### config.mk
export PLATFORM = sky130hd
export DESIGN_NAME = msg_event_tx
export DESIGN_NICKNAME = d
export VERILOG_FILES = /design/src/rtl/msg_event_pkg.sv /design/src/rtl/msg_event_fifo.sv /design/src/rtl/msg_event_tx.sv
export SDC_FILE = /design/constraint.sdc
export NUM_CORES = 1
export LEC_CHECK = 0
export ABC_AREA = 0
export CAP_MARGIN = 20
export CORE_MARGIN = 2
export CORE_UTILIZATION = 50
export DETAILED_ROUTE_END_ITERATION = 7
export PLACE_DENSITY = 0.79
export SLEW_MARGIN = 20
export SYNTH_ARGS = -nofsm -noshare
export SYNTH_HDL_FRONTEND = slang
export SYNTH_SLANG_ARGS = --single-unit
export TNS_END_PERCENT = 30
### constraint.sdc
create_clock -name clk -period 17.3 [get_ports clk]
set_clock_uncertainty 0.2 [all_clocks]
set_input_delay 3.46 -clock clk [delete_from_list [all_inputs] [get_ports clk]]
set_output_delay 3.46 -clock clk [all_outputs]
set_load 0.005 [all_outputs]
### src/rtl/msg_event_pkg.sv
// Shared types for the diagnostic event transmitter: severity encoding and record layout.
package msg_event_pkg;

    typedef enum logic [1:0] {
        SEV_INFO  = 2'd0,
        SEV_WARN  = 2'd1,
        SEV_ERROR = 2'd2,
        SEV_FATAL = 2'd3
    } sev_e;

    localparam int MSG_NUM_SRC = 4;
    localparam int MSG_TS_W    = 32;
    localparam int MSG_SRC_W   = $clog2(MSG_NUM_SRC + 1);

    localparam logic [15:0] TIMEOUT_CODE = 16'hFFFF;

    // Record layout for the default configuration; the top re-declares it with its own widths.
    typedef struct packed {
        sev_e                 sev;
        logic [MSG_SRC_W-1:0] src;
        logic [15:0]          code;
        logic [MSG_TS_W-1:0]  ts;
    } msg_rec_t;

endpackage

### src/rtl/msg_event_fifo.sv
// Synchronous record FIFO with full/empty flags; the head entry is read straight from the storage registers.
module msg_event_fifo
    import msg_event_pkg::*;
#(
    parameter type T     = msg_rec_t,
    parameter int  DEPTH = 8
) (
    input  logic clk,
    input  logic rst_n,
    input  logic i_push,
    input  T     i_data,
    input  logic i_pop,
    output T     o_data,
    output logic o_full,
    output logic o_empty
);

    localparam int AW = $clog2(DEPTH);

    T               r_mem [DEPTH];
    logic [AW-1:0]  r_wr_ptr;
    logic [AW-1:0]  r_rd_ptr;
    logic [AW:0]    r_count;
    logic           w_wr_en;
    logic           w_rd_en;

    assign o_full  = (r_count == (AW+1)'(DEPTH));
    assign o_empty = (r_count == '0);

    // A pop in the same cycle does not make room for a push into a full FIFO.
    assign w_wr_en = i_push && !o_full;
    assign w_rd_en = i_pop && !o_empty;

    always_ff @(posedge clk) begin
        if (w_wr_en) begin
            r_mem[r_wr_ptr] <= i_data;
        end
    end

    always_ff @(posedge clk or negedge rst_n) begin
        if (!rst_n) begin
            r_wr_ptr <= '0;
            r_rd_ptr <= '0;
            r_count  <= '0;
        end else begin
            if (w_wr_en) begin
                r_wr_ptr <= r_wr_ptr + 1'b1;
            end
            if (w_rd_en) begin
                r_rd_ptr <= r_rd_ptr + 1'b1;
            end
            case ({w_wr_en, w_rd_en})
                2'b10:   r_count <= r_count + 1'b1;
                2'b01:   r_count <= r_count - 1'b1;
                default: r_count <= r_count;
            endcase
        end
    end

    assign o_data = r_mem[r_rd_ptr];

endmodule

### src/rtl/msg_event_tx.sv
// Severity-tagged event transmitter: round-robin source arbitration, timestamping, filtering and counters.
// Optional watchdog FATAL injection is enabled by defining MSG_TIMEOUT_EN.
module msg_event_tx
    import msg_event_pkg::*;
#(
    parameter int  NUM_SRC = 4,
    parameter int  DEPTH   = 8,
    parameter int  CNT_W   = 16,
    parameter int  TS_W    = 32,
    localparam int SRC_W   = $clog2(NUM_SRC + 1),
    localparam int REC_W   = 2 + SRC_W + 16 + TS_W
) (
    input  logic                  clk,
    input  logic                  rst_n,
    input  logic [NUM_SRC-1:0]    ev_valid,
    output logic [NUM_SRC-1:0]    ev_ready,
    input  logic [2*NUM_SRC-1:0]  ev_sev,
    input  logic [16*NUM_SRC-1:0] ev_code,
    input  logic                  info_en,
    input  logic                  warn_en,
    input  logic [CNT_W-1:0]      error_limit,
`ifdef MSG_TIMEOUT_EN
    input  logic [TS_W-1:0]       timeout_cfg,
`endif
    output logic                  msg_valid,
    input  logic                  msg_ready,
    output logic [REC_W-1:0]      msg_data,
    output logic [CNT_W-1:0]      error_count,
    output logic [CNT_W-1:0]      warn_count,
    output logic [CNT_W-1:0]      drop_count,
    output logic                  fatal_flag,
    output logic                  stop_req
);

    localparam int PTR_W = (NUM_SRC > 1) ? $clog2(NUM_SRC) : 1;

    typedef struct packed {
        sev_e             sev;
        logic [SRC_W-1:0] src;
        logic [15:0]      code;
        logic [TS_W-1:0]  ts;
    } rec_t;

    logic [PTR_W-1:0]   r_rr_ptr;
    logic [TS_W-1:0]    r_ts;
    logic [CNT_W-1:0]   r_error_count;
    logic [CNT_W-1:0]   r_warn_count;
    logic [CNT_W-1:0]   r_drop_count;
    logic               r_fatal_flag;
    logic               r_stop_req;

    logic [PTR_W-1:0]   w_scan_idx;
    logic [PTR_W-1:0]   w_grant_idx;
    logic [NUM_SRC-1:0] w_grant_oh;
    logic               w_src_grant;
    logic               w_inject;
    logic               w_take;
    sev_e               w_sev;
    logic [SRC_W-1:0]   w_src;
    logic [15:0]        w_code;
    logic               w_queue;
    logic               w_count_err;
    logic               w_count_warn;
    logic               w_fatal_new;
    logic               w_drop;
    logic [CNT_W-1:0]   w_err_next;
    logic               w_full;
    logic               w_empty;
    rec_t               w_wr_rec;
    rec_t               w_rd_rec;

    // First requesting source at or after the pointer; a watchdog injection pre-empts all sources.
    always_comb begin
        w_grant_oh  = '0;
        w_grant_idx = '0;
        w_scan_idx  = '0;
        w_src_grant = 1'b0;
        for (int k = 0; k < NUM_SRC; k++) begin
            w_scan_idx = PTR_W'((int'(r_rr_ptr) + k) % NUM_SRC);
            if (!w_src_grant && ev_valid[w_scan_idx]) begin
                w_src_grant = 1'b1;
                w_grant_idx = w_scan_idx;
            end
        end
        if (w_inject) begin
            w_src_grant = 1'b0;
        end
        if (w_src_grant) begin
            w_grant_oh[w_grant_idx] = 1'b1;
        end
    end

    assign ev_ready = w_grant_oh;
    assign w_take   = w_src_grant || w_inject;

    always_comb begin
        w_sev  = SEV_INFO;
        w_src  = '0;
        w_code = '0;
        if (w_inject) begin
            w_sev  = SEV_FATAL;
            w_src  = SRC_W'(NUM_SRC);
            w_code = TIMEOUT_CODE;
        end else begin
            for (int k = 0; k < NUM_SRC; k++) begin
                if (w_grant_oh[k]) begin
                    w_sev  = sev_e'(ev_sev[2*k +: 2]);
                    w_src  = SRC_W'(k);
                    w_code = ev_code[16*k +: 16];
                end
            end
        end
    end

    // Only the first FATAL is counted and queued; later ones are silently consumed.
    always_comb begin
        w_queue = 1'b0;
        if (w_take) begin
            case (w_sev)
                SEV_INFO:  w_queue = info_en;
                SEV_WARN:  w_queue = warn_en;
                SEV_ERROR: w_queue = 1'b1;
                SEV_FATAL: w_queue = !r_fatal_flag;
                default:   w_queue = 1'b0;
            endcase
        end
    end

    assign w_fatal_new  = w_take && (w_sev == SEV_FATAL) && !r_fatal_flag;
    assign w_count_err  = (w_take && (w_sev == SEV_ERROR)) || w_fatal_new;
    assign w_count_warn = w_take && (w_sev == SEV_WARN);
    assign w_drop       = w_queue && w_full;
    assign w_err_next   = (r_error_count == '1) ? r_error_count : r_error_count + 1'b1;

`ifdef MSG_TIMEOUT_EN
    logic [TS_W-1:0] r_wd_cnt;
    logic            r_wd_done;

    // Watchdog fires once, on the cycle its count since reset equals the programmed timeout.
    always_ff @(posedge clk or negedge rst_n) begin
        if (!rst_n) begin
            r_wd_cnt  <= '0;
            r_wd_done <= 1'b0;
        end else if (!r_wd_done) begin
            r_wd_cnt <= r_wd_cnt + 1'b1;
            if ((timeout_cfg != '0) && (r_wd_cnt == timeout_cfg)) begin
                r_wd_done <= 1'b1;
            end
        end
    end

    assign w_inject = !r_wd_done && (timeout_cfg != '0) && (r_wd_cnt == timeout_cfg) && !r_fatal_flag;
`else
    assign w_inject = 1'b0;
`endif

    always_ff @(posedge clk or negedge rst_n) begin
        if (!rst_n) begin
            r_rr_ptr      <= '0;
            r_ts          <= '0;
            r_error_count <= '0;
            r_warn_count  <= '0;
            r_drop_count  <= '0;
            r_fatal_flag  <= 1'b0;
            r_stop_req    <= 1'b0;
        end else begin
            r_ts <= r_ts + 1'b1;
            if (w_src_grant) begin
                r_rr_ptr <= PTR_W'((int'(w_grant_idx) + 1) % NUM_SRC);
            end
            if (w_count_err) begin
                r_error_count <= w_err_next;
                if ((w_sev == SEV_FATAL) ||
                    ((error_limit != '0) && (w_err_next == error_limit))) begin
                    r_stop_req <= 1'b1;
                end
            end
            if (w_fatal_new) begin
                r_fatal_flag <= 1'b1;
            end
            if (w_count_warn && (r_warn_count != '1)) begin
                r_warn_count <= r_warn_count + 1'b1;
            end
            if (w_drop && (r_drop_count != '1)) begin
                r_drop_count <= r_drop_count + 1'b1;
            end
        end
    end

    assign w_wr_rec = '{sev: w_sev, src: w_src, code: w_code, ts: r_ts};

    msg_event_fifo #(
        .T     (rec_t),
        .DEPTH (DEPTH)
    ) u_fifo (
        .clk     (clk),
        .rst_n   (rst_n),
        .i_push  (w_queue),
        .i_data  (w_wr_rec),
        .i_pop   (msg_ready),
        .o_data  (w_rd_rec),
        .o_full  (w_full),
        .o_empty (w_empty)
    );

    assign msg_valid   = !w_empty;
    assign msg_data    = w_rd_rec;
    assign error_count = r_error_count;
    assign warn_count  = r_warn_count;
    assign drop_count  = r_drop_count;
    assign fatal_flag  = r_fatal_flag;
    assign stop_req    = r_stop_req;

endmodule
==> results.env, run 1 <==
GPL.FINAL_WEIGHTED_CONGESTION=0.878
CTSLONGESTPATHBUFFERS=3
TRITONCTS.NUM_BUFFERS=49
GRT_PASS1_WL_UM=70400
YOSYS_REGISTER_BITS=510
CELLPOWERDENSITY_mW_PER_MM2=181
TIMING.CRITICAL_PATH.FROM_TYPE='input pin'
DRT_ITER0_MARKERS=793
PLACEABLECOREAREA_MM2=0.0419
GRT_UTIL_ALL_LAYERS_PCT=20.9
N_ANTENNA_CELL=0
STATUS='finished, final reports clean'
SYN-NUM-NETS=1334
DETAIL_ROUTE.FIRST_PASS.ITERATIONS=6
SYNTH_INSTANCES=1223
FIRST_GLOBAL_VIAS=12300
NUM_IO_PINS=205
SYNTH.TOP_CELL.AREA_SHARE_PCT=58.7
HOLD_PATH.CLASS='reg -> reg'
NUM-FILL-CELLS=2917
FINALSETUPTNS_PS=0
MAX_SLEW_MARGIN_PCT=29.2
YOSYS.AREA.TOP_TYPE='edfxtp_1'
DOMINANTREGCELLSYNTH='edfxtp_1'
SETUP.WORST_PATH.END_CLASS='output pin'
WL_PER_CELL_UM=22.4
GRT_START_MAX_NET_PINS=73
NUMBER_OF_VIAS_IN_THE_ROUTED_LAYOUT=11800
CTS.HOLD.BUFFERS_ADDED=0
CLOCK-SINKS=510
HOLD_VIOLATIONS=0
TOTAL_LEAKAGE_POWER_nW=8.83
CTS.CLK_SLEW.WORST_PATHS_PS=60
FINAL_SETUP_FAILS=0
LEADING_CELL_TYPE_BY_NUMBER_OF_INSTANCES_AFTER_SYNTHESIS='edfxtp_1'
SHORTEST_PERIOD_THE_WORST_PATH_ALLOWS_PS=10010
SYNTHARSTFLOPSHARE_PCT=18.4
POSTSYNTHAREAPERCELL_UM2=17.4
DPL-INSTANCE-AREA_MM2=0.0239
TOTALWIRELENGTH_UM=45200
DIE_W_UM=210
CLKLATENCYLATEPIN_PS=580
ANTENNA_FOUND_INITIAL=0
POST_ROUTE_DESIGN_AREA_MM2=0.0256
POST_SYNTH_MOST_FREQUENT_CELLS='416 x edfxtp_1, 104 x mux4_2, 94 x dfrtp_1, 63 x nor2_1, 61 x mux2_2'
CTS.REPAIR.RESIZED=0
MAX-VDD-IR-DROP_mV=0.0976
DETAIL_ROUTE.DRC_VIOLATIONS=0
DRIVE_ABOVE_1_SHARE_PCT=19.2
DP_HPWL_UM=26800
SYNTH_ENABLE_FLOP_CELLS=416
NETS=1551
YOSYS_WARNINGS=0
FINAL_ANTENNA_NET_COUNT=0
RSZ0062_AT_GRT='no'
CTS_POST_SETUP_BUFFERS_INSERTED=0
ROOT_BUFFER='clkbuf_16'
MAX_CLOCK_FREQ_GHz=0.0999
DRV.MAX_CAP_VIOLATION_COUNT=0
FINAL_MIN_PERIOD_OVER_CLOCK_PERIOD_PCT=57.9
SYNTH.TOP_CELLS.BY_AREA='edfxtp_1 59%, dfrtp_1 11%, mux4_2 11%'
AREA_OF_THE_MAPPED_NETLIST_MM2=0.0213
SLEW_AT_THE_PIN_WITH_THE_WORST_MAX_SLEW_SLACK_PS=1060
SYNTH.DISTINCT_CELLS=63
CRITPATHKIND='in -> out'
SYNTH_SEQUENTIAL_AREA_RATIO_PCT=69.8
CRITICAL_PATH_REQUIRED_PS=13640
ROWS=75
TRITONCTS='yes'
CRIT_ARRIVAL_PS=6350
SLEW_VIOLATIONS=0
OVERFLOW=0
CHIPHEIGHT_UM=210
DESIGN.DIE.AREA_MM2=0.0442
SYN_TO_FINAL_GROWTH_PCT=20.5
PORT_BUFFERS=203
POST_DRT_VIA_CELL_RATIO=5.84
STARTING_DENSITY_OF_THE_CORE_PCT=50.7
CTS_HTREE_LEVELS=2
TIMING.CRITICAL_PATH.FANOUT_MAX=17
## worst max-delay path: stages
cell and delay (ps):
clkdlybuf4s50_1 560, nor2_1 80, a21o_1 180, a221oi_1 470, inv_1 140, ha_1 310, nand2_1 130, clkinv_1 410
clkdlybuf4s50_1 600
## final cells by class
cell class                      count  area [um^2]  share of cell area (%)
Clock buffer                       64         1390                    5.40
Clock inverter                     28          294                    1.15
Sequential cell                   510        14900                    57.9
Timing Repair Buffer              221         2160                    8.44
Multi-Input combinational cell    632         6160                    24.0
Inverter                           26          103                   0.400
Tap cell                          539          674                    2.63
## cell usage in the layout (no fill, tap or decap), types with 11 or more instances in the layout
cell and count:
clkbuf_16 51, o22ai_1 17, nand4_1 30, o21ai_0 13, mux2_2 61, clkdlybuf4s50_1 202
xnor2_1 59, xor2_1 29, nand2_1 53, inv_1 23, nor3_1 17, nand3_1 41
mux4_2 104, and3_1 12, buf_4 19, edfxtp_1 416, ha_1 13, nor2_1 61
a221oi_1 18, dfrtp_1 91, clkinv_1 11
## metal layers
metal | part of all wire [%] | vias up | wire (um) | global-route usage, %
met2 | 50 | 393 | 22800 | 35.5
met5 | 0 | - | 0 | 0
met3 | 5.6 | 87 | 2550 | 3.29
met4 | 2.6 | 0 | 1150 | 6.73
met1 | 41 | 6041 | 18700 | 27.9
li1 | - | 5274 | - | -
## sequential cells by signal (all words and copies together), names as in the netlist
name             count
r_rr_ptr             2
fatal_flag           1
r_ts                32
u_fifo.r_count       4
error_count         16
stop_req             1
u_fifo.r_wr_ptr      3
drop_count          16
u_fifo.r_mem       416
warn_count          16
u_fifo.r_rd_ptr      3
## cells by family (layout without fill, tap and decap cells)
family,after synthesis,in the layout,share of synthesized area (%)
flip-flops,510,510,69.8
AND/OR/NAND/NOR,273,273,6.66
multiplexers,174,174,14.7
XOR/XNOR,88,88,3.62
AO/OA/AOI/OAI,82,82,2.85
buffers and inverters,81,339,1.51
adder cells (fa/ha/maj),14,14,0.859
other,1,1,0.0176
## stage by stage
step	setup slack (ps)	cells	utilization [%]	power, mW	hold WS, ps
CTS	7380	2020	61.1	4.69	268
detailed placement	7390	1928	57.1	3.57	256
global placement	7490	1928	57.1	3.52	254
global route	7140	2020	61.1	4.86	279
floorplan	6700	1223	-	2.89	254
finish	7290	2020	61.1	4.64	266
## where the power goes
part	leakage [nW]	switching, mW	internal (mW)	total (mW)
registers	5.06	0.160	1.77	1.93
logic	2.94	0.806	0.802	1.61
clock network	0.819	0.446	0.653	1.10
total	8.83	1.41	3.23	4.64
## worst paths after layout
check / startpoint / slack [ps] / end / depth (start not counted)
setup reg to reg: r_rr_ptr[1] / 12200 / u_fifo.r_mem[4][34] / 14
hold reg to reg: u_fifo.r_rd_ptr[2] / 270 / u_fifo.r_rd_ptr[2] / 1
min in group asynchronous: rst_n / 2690 / drop_count[5] / 1
hold / removal: u_fifo.r_rd_ptr[2] / 270 / u_fifo.r_rd_ptr[2] / 1
max in group asynchronous: rst_n / 13060 / u_fifo.r_rd_ptr[0] / 2
setup / recovery: ev_valid[3] / 7290 / ev_ready[1] / 9
Power figures use the tool's default switching activity.
==> inputs of run 2 (changes only) <==
==> constraint.sdc (replaced) <==
create_clock -name clk -period 9.7 [get_ports clk]
set_clock_uncertainty 0.2 [all_clocks]
set_input_delay 1.94 -clock clk [delete_from_list [all_inputs] [get_ports clk]]
set_output_delay 1.94 -clock clk [all_outputs]
set_load 0.005 [all_outputs]
==> results.env, run 2 (synthesis results as in run 1) <==
PORT_BUFFERS=203  # unchanged
DESIGN.DIE.AREA_MM2=0.0442  # unchanged
CLKLATENCYLATEPIN_PS=590  # was 580 ps
WORST_SLACK_PS=2760  # was 7290 ps
POST_DRT_VIA_CELL_RATIO=5.91  # was 5.84
SLEW_AT_THE_PIN_WITH_THE_WORST_MAX_SLEW_SLACK_PS=969  # was 1060 ps
WL_PER_CELL_UM=22.9  # was 22.4 um
STATUS='finished, final reports clean'  # unchanged
FINALSETUPTNS_PS=0  # unchanged
NUM_IO_PINS=205  # unchanged
R2R_SETUP_SLACK_PS=4400  # was 12200 ps
SETUP.WORST_PATH.END_CLASS='output pin'  # unchanged
CTS.REPAIR.RESIZED=0  # unchanged
LARGEST_REGISTER='u_fifo.r_mem'  # unchanged
INTPOWER_mW=5.89  # was 3.23 mW
CTS_HTREE_LEVELS=2  # unchanged
GPL.FINAL_WEIGHTED_CONGESTION=0.870  # was 0.878
TOTAL_LEAKAGE_POWER_nW=8.91  # was 8.83 nW
LARGESTREGISTERS='u_fifo.r_mem: 416 flops, r_ts: 32 flops'  # unchanged
MULTIINPUTGATEAREA_MM2=0.00616  # unchanged
CRIT_ARRIVAL_PS=4800  # was 6350 ps
NUM-FILL-CELLS=2869  # was 2917
GRT_PASS1_WL_UM=72600  # was 70400 um
SHORTEST_PERIOD_THE_WORST_PATH_ALLOWS_PS=6940
TIMING.CRITICAL_PATH.FROM_TYPE='input pin'  # unchanged
HOLD_PATH.CLASS='reg -> reg'  # unchanged
SWITCHING_POWER_mW=2.56  # was 1.41 mW
DIE_W_UM=210  # unchanged
GRT_UTIL_ALL_LAYERS_PCT=21.6  # was 20.9%
ANTENNA_FOUND_INITIAL=0  # unchanged
HOLD_VIOLATIONS=0  # unchanged
MAX-VDD-IR-DROP_mV=0.187  # was 0.0976 mV
STDCELL_COUNT=2024  # was 2020
SEQ_POWER_SHARE_PCT=40.8  # was 41.6%
NETS=1554  # was 1551
DETAIL_ROUTE.FIRST_PASS.ITERATIONS=5  # was 6
DETAIL_ROUTE.DRC_VIOLATIONS=0  # unchanged
DRV.MAX_CAP_VIOLATION_COUNT=0  # unchanged
CTS_POST_SETUP_BUFFERS_INSERTED=0  # unchanged
LAYOUT_COMMONEST_CELL='edfxtp_1'  # unchanged
CTS.CLK_SLEW.WORST_PATHS_PS=60  # about the same
PLACEDCELLCOUNT=1929  # was 1928
ROWS=75  # unchanged
TRITONCTS='yes'  # unchanged
CLOCK-SINKS=510  # unchanged
OVERFLOW=0  # unchanged
COMBINATIONAL_SHARE_OF_POWER_PCT=34.4  # was 34.7%
P_CLK_SHARE_PCT=24.8  # was 23.7%
STARTING_DENSITY_OF_THE_CORE_PCT=50.7  # unchanged
TIMING.CRITICAL_PATH.FANOUT_MAX=17  # unchanged
DRT_ITER0_MARKERS=963  # was 793
RSZ0062_AT_GRT='no'  # unchanged
FINAL_MIN_PERIOD_OVER_CLOCK_PERIOD_PCT=71.5
TOTALWIRELENGTH_UM=46400  # was 45200 um
FLIP_FLOP_COUNT_OF_THE_LARGEST_REGISTER_AFTER_LAYOUT=416  # unchanged
DP_HPWL_UM=27800  # was 26800 um
FINAL_SETUP_FAILS=0  # unchanged
SLEW_VIOLATIONS=0  # unchanged
CRITICAL_PATH_REQUIRED_PS=7560  # was 13640 ps
MOST-COMMON-LAYOUT-CELLS='416 x edfxtp_1, 202 x clkdlybuf4s50_1, 104 x mux4_2'  # unchanged
SYN_TO_FINAL_GROWTH_PCT=21.3  # was 20.5%
CRITPATHKIND='in -> out'  # unchanged
CHIPHEIGHT_UM=210  # unchanged
TRITONCTS.NUM_BUFFERS=50  # was 49
PLACE_WORST_SETUP_SLACK_PS=2100  # was 7390 ps
DRIVE_ABOVE_1_SHARE_PCT=19.7  # was 19.2%
N_ANTENNA_CELL=0  # unchanged
MAX_SLEW_MARGIN_PCT=34.9  # was 29.2%
SWITCHING_FRACTION_PCT=30.3  # was 30.4%
NUMBER_OF_VIAS_IN_THE_ROUTED_LAYOUT=12000  # was 11800
CELLPOWERDENSITY_mW_PER_MM2=327  # was 181 mW/mm^2
MAX_CLOCK_FREQ_GHz=0.144
FINAL_ANTENNA_NET_COUNT=0  # unchanged
GRT_START_MAX_NET_PINS=61  # was 73
PLACEABLECOREAREA_MM2=0.0419  # unchanged
CTSLONGESTPATHBUFFERS=3  # unchanged
ROOT_BUFFER='clkbuf_16'  # unchanged
FIRST_GLOBAL_VIAS=12500  # was 12300
REGISTER_AREA_MM2=0.0149  # unchanged
CTS.HOLD.BUFFERS_ADDED=0  # unchanged
-- run 2: area by class of cell --
type,instances,share of cell area (%)
tap,539,2.61
timing repair buffer,223,8.52
clock buffer,63,5.23
clock inverter,31,1.79
inverter,26,0.398
sequential,510,57.6
multi-input combinational,632,23.9
-- run 2: through the flow --
step | total power, mW | cell area (um^2) | util [%] | hold WS (ps)
after floorplan | 5.16 | 21300 | - | 254
after global placement | 6.26 | 24000 | 57.1 | 256
after detailed placement | 6.37 | 24000 | 57.1 | 257
after CTS | 8.52 | 25800 | 61.4 | 269
after global routing | 8.86 | 25800 | 61.5 | 296
final | 8.45 | 25800 | 61.5 | 265
-- run 2: final timing paths --
path                                    startpoint                  end  cells after the start
worst max-delay path                   ev_valid[3]          ev_ready[1]                      9
worst min-delay path            u_fifo.r_rd_ptr[2]   u_fifo.r_rd_ptr[2]                      1
worst max register to register         r_rr_ptr[1]  u_fifo.r_mem[6][10]                     14
worst min register to register  u_fifo.r_rd_ptr[2]   u_fifo.r_rd_ptr[2]                      1
max in group asynchronous                    rst_n   u_fifo.r_rd_ptr[1]                      2
min in group asynchronous                    rst_n        drop_count[2]                      1
-- run 2: worst max-delay path: stages --
cell and delay (ps):
clkdlybuf4s50_1 560, nor2_1 80, a21o_1 180, a221oi_1 440
inv_1 130, ha_1 310, nand2_1 110, clkinv_1 430
clkdlybuf4s50_1 610
-- run 2: power groups by stage --
stage,registers [mW],clock network [mW],logic (mW)
6_report,3.45,2.10,2.90
5_1_grt,3.50,2.22,3.14
4_1_cts,3.49,2.14,2.89
3_5_place_dp,3.52,0,2.85
3_3_place_gp,3.47,0,2.78
2_1_floorplan,3.36,0,1.80
-- run 2: layer usage --
layer | track usage, % | share of wire, %
met1 | 29.1 | 41
met4 | 5.92 | 2.0
met2 | 36.2 | 51
met5 | 0 | 0
met3 | 4.37 | 6.1
==> inputs of run 3 (changes only) <==
==> constraint.sdc (replaced) <==
create_clock -name clk -period 6.7 [get_ports clk]
set_clock_uncertainty 0.2 [all_clocks]
set_input_delay 1.34 -clock clk [delete_from_list [all_inputs] [get_ports clk]]
set_output_delay 1.34 -clock clk [all_outputs]
set_load 0.005 [all_outputs]
==> results.env, run 3 (synthesis results as in run 1) <==
STATUS='finished, final reports clean'  # unchanged
WL_MET2_UM=22600  # was 23500 um
TIMING.CRITICAL_PATH.MODE_CELL='clkdlybuf4s50_1'  # unchanged
DESIGN_POWER_TOTAL_mW=12.1  # was 8.45 mW
GPL.FINAL_WEIGHTED_CONGESTION=0.864  # was 0.870
FLIP_FLOP_COUNT_OF_THE_LARGEST_REGISTER_AFTER_LAYOUT=416  # unchanged
MOST-COMMON-LAYOUT-CELLS='416 x edfxtp_1, 202 x clkdlybuf4s50_1, 104 x mux4_2'  # unchanged
TIMING.CRITICAL_PATH.FROM_TYPE='input pin'  # unchanged
LAYOUT_COMMONEST_CELL='edfxtp_1'  # unchanged
TIMING.CRITICAL_PATH.FANOUT_MAX=17  # unchanged
TIMING.CRITICAL_PATH.SLOWEST_STAGE_CELL='clkdlybuf4s50_1'  # unchanged
CRITPATHKIND='in -> out'  # unchanged
DRT_ITER0_MARKERS=876  # was 963
TOTALWIRELENGTH_UM=45000  # was 46400 um
ANTENNA_FOUND_INITIAL=0  # unchanged
HOLD_VIOLATIONS=0  # unchanged
LARGEST_REGISTER='u_fifo.r_mem'  # unchanged
GRT_START_MAX_NET_PINS=85  # was 61
POST_ROUTE_DESIGN_AREA_MM2=0.0258  # about the same
PLACEABLECOREAREA_MM2=0.0419  # unchanged
NUM_IO_PINS=205  # unchanged
MAX_CLOCK_FREQ_GHz=0.173
CHIPHEIGHT_UM=210  # unchanged
OVERFLOW=0  # unchanged
CELLPOWERDENSITY_mW_PER_MM2=469  # was 327 mW/mm^2
FINAL_ANTENNA_NET_COUNT=0  # unchanged
GRT_UTIL_ALL_LAYERS_PCT=20.8  # was 21.6%
FINAL_SETUP_FAILS=0  # unchanged
FINAL_MIN_PERIOD_OVER_CLOCK_PERIOD_PCT=86.5
TRITONCTS.NUM_BUFFERS=51  # was 50
M1WIRELENGTH_UM=19000  # was 19100 um
DIE_W_UM=210  # unchanged
WIRE_LENGTH_ON_MET3_UM=2530  # was 2850 um
CTS.HOLD.BUFFERS_ADDED=0  # unchanged
GRT_PASS1_WL_UM=70900  # was 72600 um
STDCELL_COUNT=2024  # unchanged
DETAIL_ROUTE.DRC_VIOLATIONS=0  # unchanged
TIMING.CRITICAL_PATH.SLOWEST_CELL_DELAY_PS=610  # about the same
MAX_SLEW_MARGIN_PCT=31.2  # was 34.9%
HIGHEST_SIGNAL_LAYER_IN_THE_ROUTED_DESIGN='met4'  # unchanged
FIN_WORST_HOLD_SLACK_PS=287  # was 265 ps
CTS_HTREE_LEVELS=2  # unchanged
POST_DRT_VIA_CELL_RATIO=5.87  # was 5.91
MAX-VDD-IR-DROP_mV=0.292  # was 0.187 mV
WL_PER_CELL_UM=22.2  # was 22.9 um
DRV.MAX_CAP_VIOLATION_COUNT=0  # unchanged
DRIVE_ABOVE_1_SHARE_PCT=19.1  # was 19.7%
SHORTEST_PERIOD_THE_WORST_PATH_ALLOWS_PS=5800
NETS=1553  # was 1554
NUMBER_OF_VIAS_IN_THE_ROUTED_LAYOUT=11900  # was 12000
DP_HPWL_UM=26300  # was 27800 um
FIRST_GLOBAL_VIAS=12400  # was 12500
ROWS=75  # unchanged
TOTAL_LEAKAGE_POWER_nW=8.88  # was 8.91 nW
CTS.CLK_SLEW.WORST_PATHS_PS=60  # about the same
CLKLATENCYLATEPIN_PS=590  # about the same
CLOCK-SINKS=510  # unchanged
HOLD_PATH.CLASS='reg -> reg'  # unchanged
N_ANTENNA_CELL=0  # unchanged
RSZ0062_AT_GRT='no'  # unchanged
STARTING_DENSITY_OF_THE_CORE_PCT=50.7  # unchanged
SLEW_VIOLATIONS=0  # unchanged
SLEW_AT_THE_PIN_WITH_THE_WORST_MAX_SLEW_SLACK_PS=1020  # was 969 ps
DETAIL_ROUTE.FIRST_PASS.ITERATIONS=5  # unchanged
ROOT_BUFFER='clkbuf_16'  # unchanged
CRITICAL_PATH_REQUIRED_PS=5160  # was 7560 ps
LARGESTREGISTERS='u_fifo.r_mem: 416 flops, r_ts: 32 flops'  # unchanged
NUM-FILL-CELLS=2915  # was 2869
PLACEDCELLCOUNT=1928  # was 1929
CRIT_CHAIN='clkdlybuf4s50_1 > nor2_1 > a21o_1 > a221oi_1 > inv_1 > ha_1 > nand2_1 > clkinv_1 > clkdlybuf4s50_1'  # unchanged
SYN_TO_FINAL_GROWTH_PCT=21.1  # was 21.3%
PORT_BUFFERS=203  # unchanged
CTS.REPAIR.RESIZED=0  # unchanged
TRITONCTS='yes'  # unchanged
CTS_POST_SETUP_BUFFERS_INSERTED=0  # unchanged
R2R_SETUP_SLACK_PS=2080  # was 4400 ps
CTSLONGESTPATHBUFFERS=3  # unchanged
DPL-INSTANCE-AREA_MM2=0.0240  # about the same
DESIGN.DIE.AREA_MM2=0.0442  # unchanged
SETUP.WORST_PATH.END_CLASS='output pin'  # unchanged
CRIT_ARRIVAL_PS=4260  # was 4800 ps
## run 3: final cells by class
cell class,count,area (um^2),area share [%]
clock buffer,71,1430,5.56
clock inverter,25,302,1.17
inverter,26,103,0.398
multi-input combinational,632,6150,23.9
sequential,510,14900,57.6
tap,539,674,2.62
timing repair buffer,221,2250,8.74
## run 3: through the flow
stage          utilization, %  worst slack (ps)  TNS [ps]
2_1_floorplan               -             -1780   -523500
3_3_place_gp             57.3               669         0
3_5_place_dp             57.3               552         0
4_1_cts                  61.4               942         0
5_1_grt                  61.4               708         0
6_report                 61.4               905         0
## run 3: worst paths after layout
path	from	end	depth (start not counted)
worst max-delay path	ev_valid[3]	ev_ready[1]	9
worst min-delay path	fatal_flag	fatal_flag	1
worst max register to register	r_rr_ptr[1]	u_fifo.r_count[3]	20
worst min register to register	fatal_flag	fatal_flag	1
max in group asynchronous	rst_n	r_ts[26]	2
min in group asynchronous	rst_n	drop_count[2]	1
## run 3: report_power, final
| group | total, mW | switching (mW) | internal, mW |
|---|---|---|---|
| logic | 4.15 | 2.04 | 2.11 |
| clock network | 2.90 | 1.16 | 1.73 |
| registers | 5.03 | 0.465 | 4.57 |
## run 3: routing by layer
metal | vias to the layer above | global-route usage, %
met4 | 0 | 5.33
li1 | 5287 | -
met3 | 55 | 4.08
met2 | 365 | 34.8
met1 | 6164 | 28.4
met5 | - | 0
## run 3: critical path: cells and delay by family
family	cells	cell delay (ps)
AOI/OAI and AO/OA	2	640
adders and majority gates	1	310
buffers and inverters	4	1770
and+or+nand+nor	2	200
